`config.mk`:
```
export PLATFORM = sky130hd
export DESIGN_NAME = seg_scan_ctrl
export DESIGN_NICKNAME = d
export VERILOG_FILES = /design/src/rtl/seg_scan_ctrl.sv
export SDC_FILE = /design/constraint.sdc
export NUM_CORES = 1
export LEC_CHECK = 0
export BUFFER_PORTS_ARGS = -buffer_cell sky130_fd_sc_hd__buf_4
export CORE_UTILIZATION = 64
export CTS_BUF_LIST = sky130_fd_sc_hd__clkbuf_8
export DETAILED_ROUTE_END_ITERATION = 12
export GPL_TIMING_DRIVEN = 0
export PLACE_DENSITY = 0.93
export SLEW_MARGIN = 20
export SYNTH_ARGS = -nofsm -noshare
export SYNTH_HDL_FRONTEND = slang
export SYNTH_SLANG_ARGS = --single-unit
```
`constraint.sdc`:
```
create_clock -name clk -period 3.7 [get_ports clk]
set_clock_uncertainty 0.2 [all_clocks]
set_input_delay 0.74 -clock clk [delete_from_list [all_inputs] [get_ports clk]]
set_output_delay 0.74 -clock clk [all_outputs]
set_load 0.02 [all_outputs]
```
`src/rtl/seg_scan_ctrl.sv`:
```
// Four-digit multiplexed 7-segment scanner with per-frame snapshot of the display value.
// Optional build macro SEG_LEADING_ZERO_BLANK_EN turns off leading-zero digits (digit 0 always lit).
module seg_scan_ctrl #(
  parameter int unsigned DIV = 50000
) (
  input  logic        clk,
  input  logic        rst_n,
  input  logic [15:0] data,
  output logic [3:0]  an,
  output logic [6:0]  seg,
  output logic        frame
);

  localparam int unsigned PW = (DIV > 1) ? $clog2(DIV) : 1;

  typedef enum logic [1:0] {
    DIG0 = 2'd0,
    DIG1 = 2'd1,
    DIG2 = 2'd2,
    DIG3 = 2'd3
  } digit_t;

  logic [PW-1:0] r_presc;
  digit_t        r_idx;
  logic [15:0]   r_snap;

  logic          w_tick;
  logic [3:0]    w_nib;
  logic [3:0]    w_an_sel;
  logic          w_blank;
  logic [6:0]    w_seg_hex;

  assign w_tick = (r_presc == PW'(DIV - 1));

  always_comb begin
    w_nib    = r_snap[3:0];
    w_an_sel = 4'b1110;
    w_blank  = 1'b0;
    case (r_idx)
      DIG0: begin
        w_nib    = r_snap[3:0];
        w_an_sel = 4'b1110;
      end
      DIG1: begin
        w_nib    = r_snap[7:4];
        w_an_sel = 4'b1101;
`ifdef SEG_LEADING_ZERO_BLANK_EN
        w_blank  = (r_snap[15:4] == 12'h000);
`endif
      end
      DIG2: begin
        w_nib    = r_snap[11:8];
        w_an_sel = 4'b1011;
`ifdef SEG_LEADING_ZERO_BLANK_EN
        w_blank  = (r_snap[15:8] == 8'h00);
`endif
      end
      DIG3: begin
        w_nib    = r_snap[15:12];
        w_an_sel = 4'b0111;
`ifdef SEG_LEADING_ZERO_BLANK_EN
        w_blank  = (r_snap[15:12] == 4'h0);
`endif
      end
      default: begin
        w_nib    = r_snap[3:0];
        w_an_sel = 4'b1110;
      end
    endcase
  end

  // Active-low segments, bit order {g,f,e,d,c,b,a}
  always_comb begin
    w_seg_hex = 7'h7F;
    case (w_nib)
      4'h0: w_seg_hex = 7'h40;
      4'h1: w_seg_hex = 7'h79;
      4'h2: w_seg_hex = 7'h24;
      4'h3: w_seg_hex = 7'h30;
      4'h4: w_seg_hex = 7'h19;
      4'h5: w_seg_hex = 7'h12;
      4'h6: w_seg_hex = 7'h02;
      4'h7: w_seg_hex = 7'h78;
      4'h8: w_seg_hex = 7'h00;
      4'h9: w_seg_hex = 7'h10;
      4'hA: w_seg_hex = 7'h08;
      4'hB: w_seg_hex = 7'h03;
      4'hC: w_seg_hex = 7'h46;
      4'hD: w_seg_hex = 7'h21;
      4'hE: w_seg_hex = 7'h06;
      4'hF: w_seg_hex = 7'h0E;
      default: w_seg_hex = 7'h7F;
    endcase
  end

  always_ff @(posedge clk or negedge rst_n) begin
    if (!rst_n) begin
      r_presc <= '0;
      r_idx   <= DIG0;
      r_snap  <= '0;
      frame   <= 1'b0;
      an      <= '1;
      seg     <= '1;
    end else begin
      r_presc <= w_tick ? '0 : r_presc + PW'(1);
      frame   <= 1'b0;
      if (w_tick) begin
        r_idx <= digit_t'(r_idx + 2'd1);
        // Snapshot and wrap to digit 0 happen on the same edge
        if (r_idx == DIG3) begin
          r_snap <= data;
          frame  <= 1'b1;
        end
      end
      an  <= w_blank ? 4'b1111 : w_an_sel;
      seg <= w_blank ? 7'h7F : w_seg_hex;
    end
  end

endmodule

```
==> flow_summary_export.csv <==
group,metric,value,unit
worst_setup_path,endpoint_kind,"register",
worst_setup_path,critPathArrivalTime,2.71,ns
yosys,seq_area_frac_synth,51.01,%
pwr,power_leakage,1.266,nW
worst_setup_path,crit_chain,"ha_1, buf_6, a22oi_1, nand2_1, mux2i_1, inv_1, ha_1, or3_1, o21ai_0",
floorplan,num_rows,21,
clock_network,cts_sinks,46,
worst_setup_path,critical-path-top-cell-by-count,"ha_1",
pwr,power-per-cell-area,336.3,mW/mm^2
sta,hold_violations,0,
grt,grt_pass1_wl,6.506,mm
pwr,p_switching,192.2,uW
grt,antenna_found_initial,0,
place,place_hpwl,2.858,mm
yosys,syn_nets,218,
worst_setup_path,critPathRequiredTime,3.71,ns
worst_setup_path,crit_type,"register to register",
clock_network,insertion_delay,0.30,ns
yosys,synth-xor-area-share,5.370,%
floorplan,io_pins,30,
clock_network,cts_tree,"built",
clock_network,clock-root-buffer,"clkbuf_8",
detailed_routing,detail_route.vias_per_cell,5.632,
sta,min_period,2.706,ns
detailed_routing,vias,1532,
sta,finalHoldWorstSlack,0.2275,ns
clock_network,cts_made_buffers,5,
yosys,postSynthAreaPerCell,12.08,um^2
final_layout,drive_gt1_share,33.19,%
worst_setup_path,cp_max_fo,8,
clock_network,hold_buffers,0,
final_layout,fillers,212,
worst_setup_path,cp_slowest_stage_delay,0.43,ns
yosys,synth-adder-area-share,6.027,%
grt,grt_max_degree,47,
pwr,p_int,698.7,uW
clock_network,cts.repair.resized,0,
flow_run,maxCapViolations,0,
sta,final-max-slew-violation-count,0,
yosys,synth_area,0.002283,mm^2
place,globalplace.congestion,0.8449,
yosys,synth_top_family_by_area,"simple AND/OR/NAND/NOR gates",
detailed_routing,drc,0,
yosys,synth-simple-area-share,13.64,%
sta,slew_headroom,63.99,%
sta,tns,0,ns
detailed_routing,wl_per_cell,15.04,um
sta,worst_pin_slew,0.5402,ns
sta,rsz0062_at_grt,"false",
detailed_routing,dr.pass1.iters,4,
yosys,yosys_warnings,0,
yosys,synth-seq-cells,46,
clock_network,cts_buffer_depth,2,
grt,track_usage,24.63,%
floorplan,core-area,0.003390,mm^2
pwr,switching_share,21.57,%
detailed_routing,drtIter0Drc,95,
floorplan,die_w,61.73,um
clock_network,cts_max_level,2,
sta,fin_crit_sh,73.13,%
worst_setup_path,worst_path_max_delay_cell,"dfrtp_1",
yosys,synth_mux_area_share,13.48,%
detailed_routing,ant_nets,0,
yosys,synth_cells,189,
sta,finalSetupViolCount,0,
pwr,p_seq_share,58.9,%
yosys,synth_compound_area_share,5.370,%
sta,max_freq,0.3696,GHz
floorplan,dieArea,0.003811,mm^2
detailed_routing,wirelength,4.091,mm
outcome,status,"finished clean",
floorplan,die_h,61.73,um
yosys,yosysTopAreaCell,"dfrtp_1",
floorplan,start_util,67.37,%
hold_path,hold_path.class,"input pin to async pin",
grt,grt-ovfl-total,0,
pwr,pwr-share-comb,7.2,%
clock_network,cts_setup_buffers,0,
yosys,yosysTopAreaCellShare,38.36,%
grt,grt_pass1_vias,1437,
yosys,synth_cell_types,37,
final_layout,antenna_cells,0,
yosys,synth_area_leaders,"dfrtp_1, dfstp_2, mux2_4",
place,portBuffers,29,
clock_network,path_clk_slew,0.09,ns
pwr,power_frac_clock,33.9,%
worst_setup_path,cp-start-kind,"register",
final_layout,nets,254,
final_layout,area_delta_synth_final,16.00,%
pwr,ir_drop,0.2040,mV
## synthesized netlist by cell type (all sizes together)
| master | instances |
|---|---|
| dfrtp | 35 |
| mux2 | 16 |
| nand2 | 14 |
| inv | 12 |
| nor2 | 12 |
| dfstp | 11 |
| ha | 11 |
| mux2i | 9 |
| buf | 8 |
| xor2 | 8 |
| nand3 | 6 |
| xnor2 | 6 |
| nand4 | 4 |
| o21ai | 4 |
| o22ai | 4 |
| a21oi | 3 |
| a222oi | 3 |
| and4 | 3 |
| or4 | 3 |
| and3 | 2 |
| and4bb | 2 |
| nor2b | 2 |
| nor4b | 2 |
| o31ai | 2 |
| a221o | 1 |
| a22oi | 1 |
| and2 | 1 |
| clkinv | 1 |
| nor3 | 1 |
| or2 | 1 |
| or3 | 1 |
## critical path: cells and delay by family, from the launching register on
| kind | cells | cell delay (ns) |
|---|---|---|
| flops | 1 | 0.43 |
| simple gates | 2 | 0.46 |
| compound gates | 2 | 0.34 |
| mux | 1 | 0.39 |
| fa+ha+maj | 2 | 0.46 |
| buf+inv | 2 | 0.33 |
## cell families (layout without fill, tap and decap cells)
| logic type | Yosys count | count (layout) |
|---|---|---|
| simple gates | 54 | 54 |
| flops | 46 | 46 |
| mux | 25 | 25 |
| buf+inv | 21 | 58 |
| compound gates | 18 | 18 |
| xor+xnor | 14 | 14 |
| fa+ha+maj | 11 | 11 |
## metal layers
layer | wire length (um) | vias up | share of wire [%] | global-route usage [%]
met5 | 0 | - | 0 | 0
met1 | 1692 | 749 | 41 | 29.04
li1 | - | 723 | - | -
met4 | 97 | 0 | 2.4 | 11.11
met3 | 173 | 13 | 4.2 | 5.590
met2 | 2127 | 47 | 52 | 43.01
## placed cells by master, fill, tap and decap left out, types with 2 or more instances in the layout
master    count
and4bb_2      2
o31ai_1       2
dfrtp_1      35
buf_2         3
a21oi_1       3
clkbuf_8      6
buf_4        30
mux2_4       10
nand4_1       4
xor2_1        8
buf_6         4
nor2_1       12
nand2_1      13
mux2_2        6
o22ai_1       4
and3_1        2
a222oi_1      3
xnor2_1       6
nor2b_1       2
inv_1        14
dfstp_2      11
or4_1         3
ha_1         11
and4_1        3
nand3_1       5
o21ai_0       4
mux2i_1       9
## metrics by stage
stage	instances	utilization [%]	area, um^2	power (mW)	worst slack [ns]
4_1_cts	272	78.15	2649	0.8966	1.003
3_5_place_dp	264	75.49	2559	0.5986	1.061
3_3_place_gp	264	75.49	2559	0.5960	1.184
2_1_floorplan	189	-	2283	0.5629	1.410
6_report	272	78.15	2649	0.8909	0.9941
5_1_grt	272	78.15	2649	0.9242	0.8627
## power by group through the flow
stage / Sequential, mW / Clock (mW) / Combinational [mW]
final: 0.525 / 0.302 / 0.0641
after global routing: 0.526 / 0.327 / 0.0709
after CTS: 0.525 / 0.307 / 0.0651
after detailed placement: 0.534 / 0 / 0.0648
after global placement: 0.533 / 0 / 0.0629
after floorplan: 0.539 / 0 / 0.0238
## flip-flops by register name, summed over array words and instances (netlist names)
signal / count
r_snap: 16
an: 4
r_presc: 16
seg: 7
r_idx: 2
frame: 1
## final timing paths
check,startpoint,cells past startpoint,slack [ns],end
min in group clk,r_presc[0],1,0.31,r_presc[0]
max in group asynchronous,rst_n,1,2.70,seg[6]
min reg2reg,r_presc[0],1,0.31,r_presc[0]
max,r_idx[0],9,0.99,seg[4]
max reg2reg,r_idx[0],9,0.99,seg[4]
min,rst_n,1,0.23,r_snap[0]
## cell type report
| cell class | count | area (um^2) | area share, % |
|---|---|---|---|
| clock inverter | 2 | 7.507 | 0.2834 |
| timing repair buffer | 29 | 217.7 | 8.219 |
| multi-input combinational | 122 | 1002 | 37.84 |
| inverter | 13 | 48.80 | 1.842 |
| sequential | 46 | 1165 | 43.98 |
| buffer | 8 | 67.56 | 2.551 |
| clock buffer | 6 | 82.58 | 3.118 |
| tap | 46 | 57.56 | 2.173 |
No activity file was read; power rests on OpenSTA's default activity.
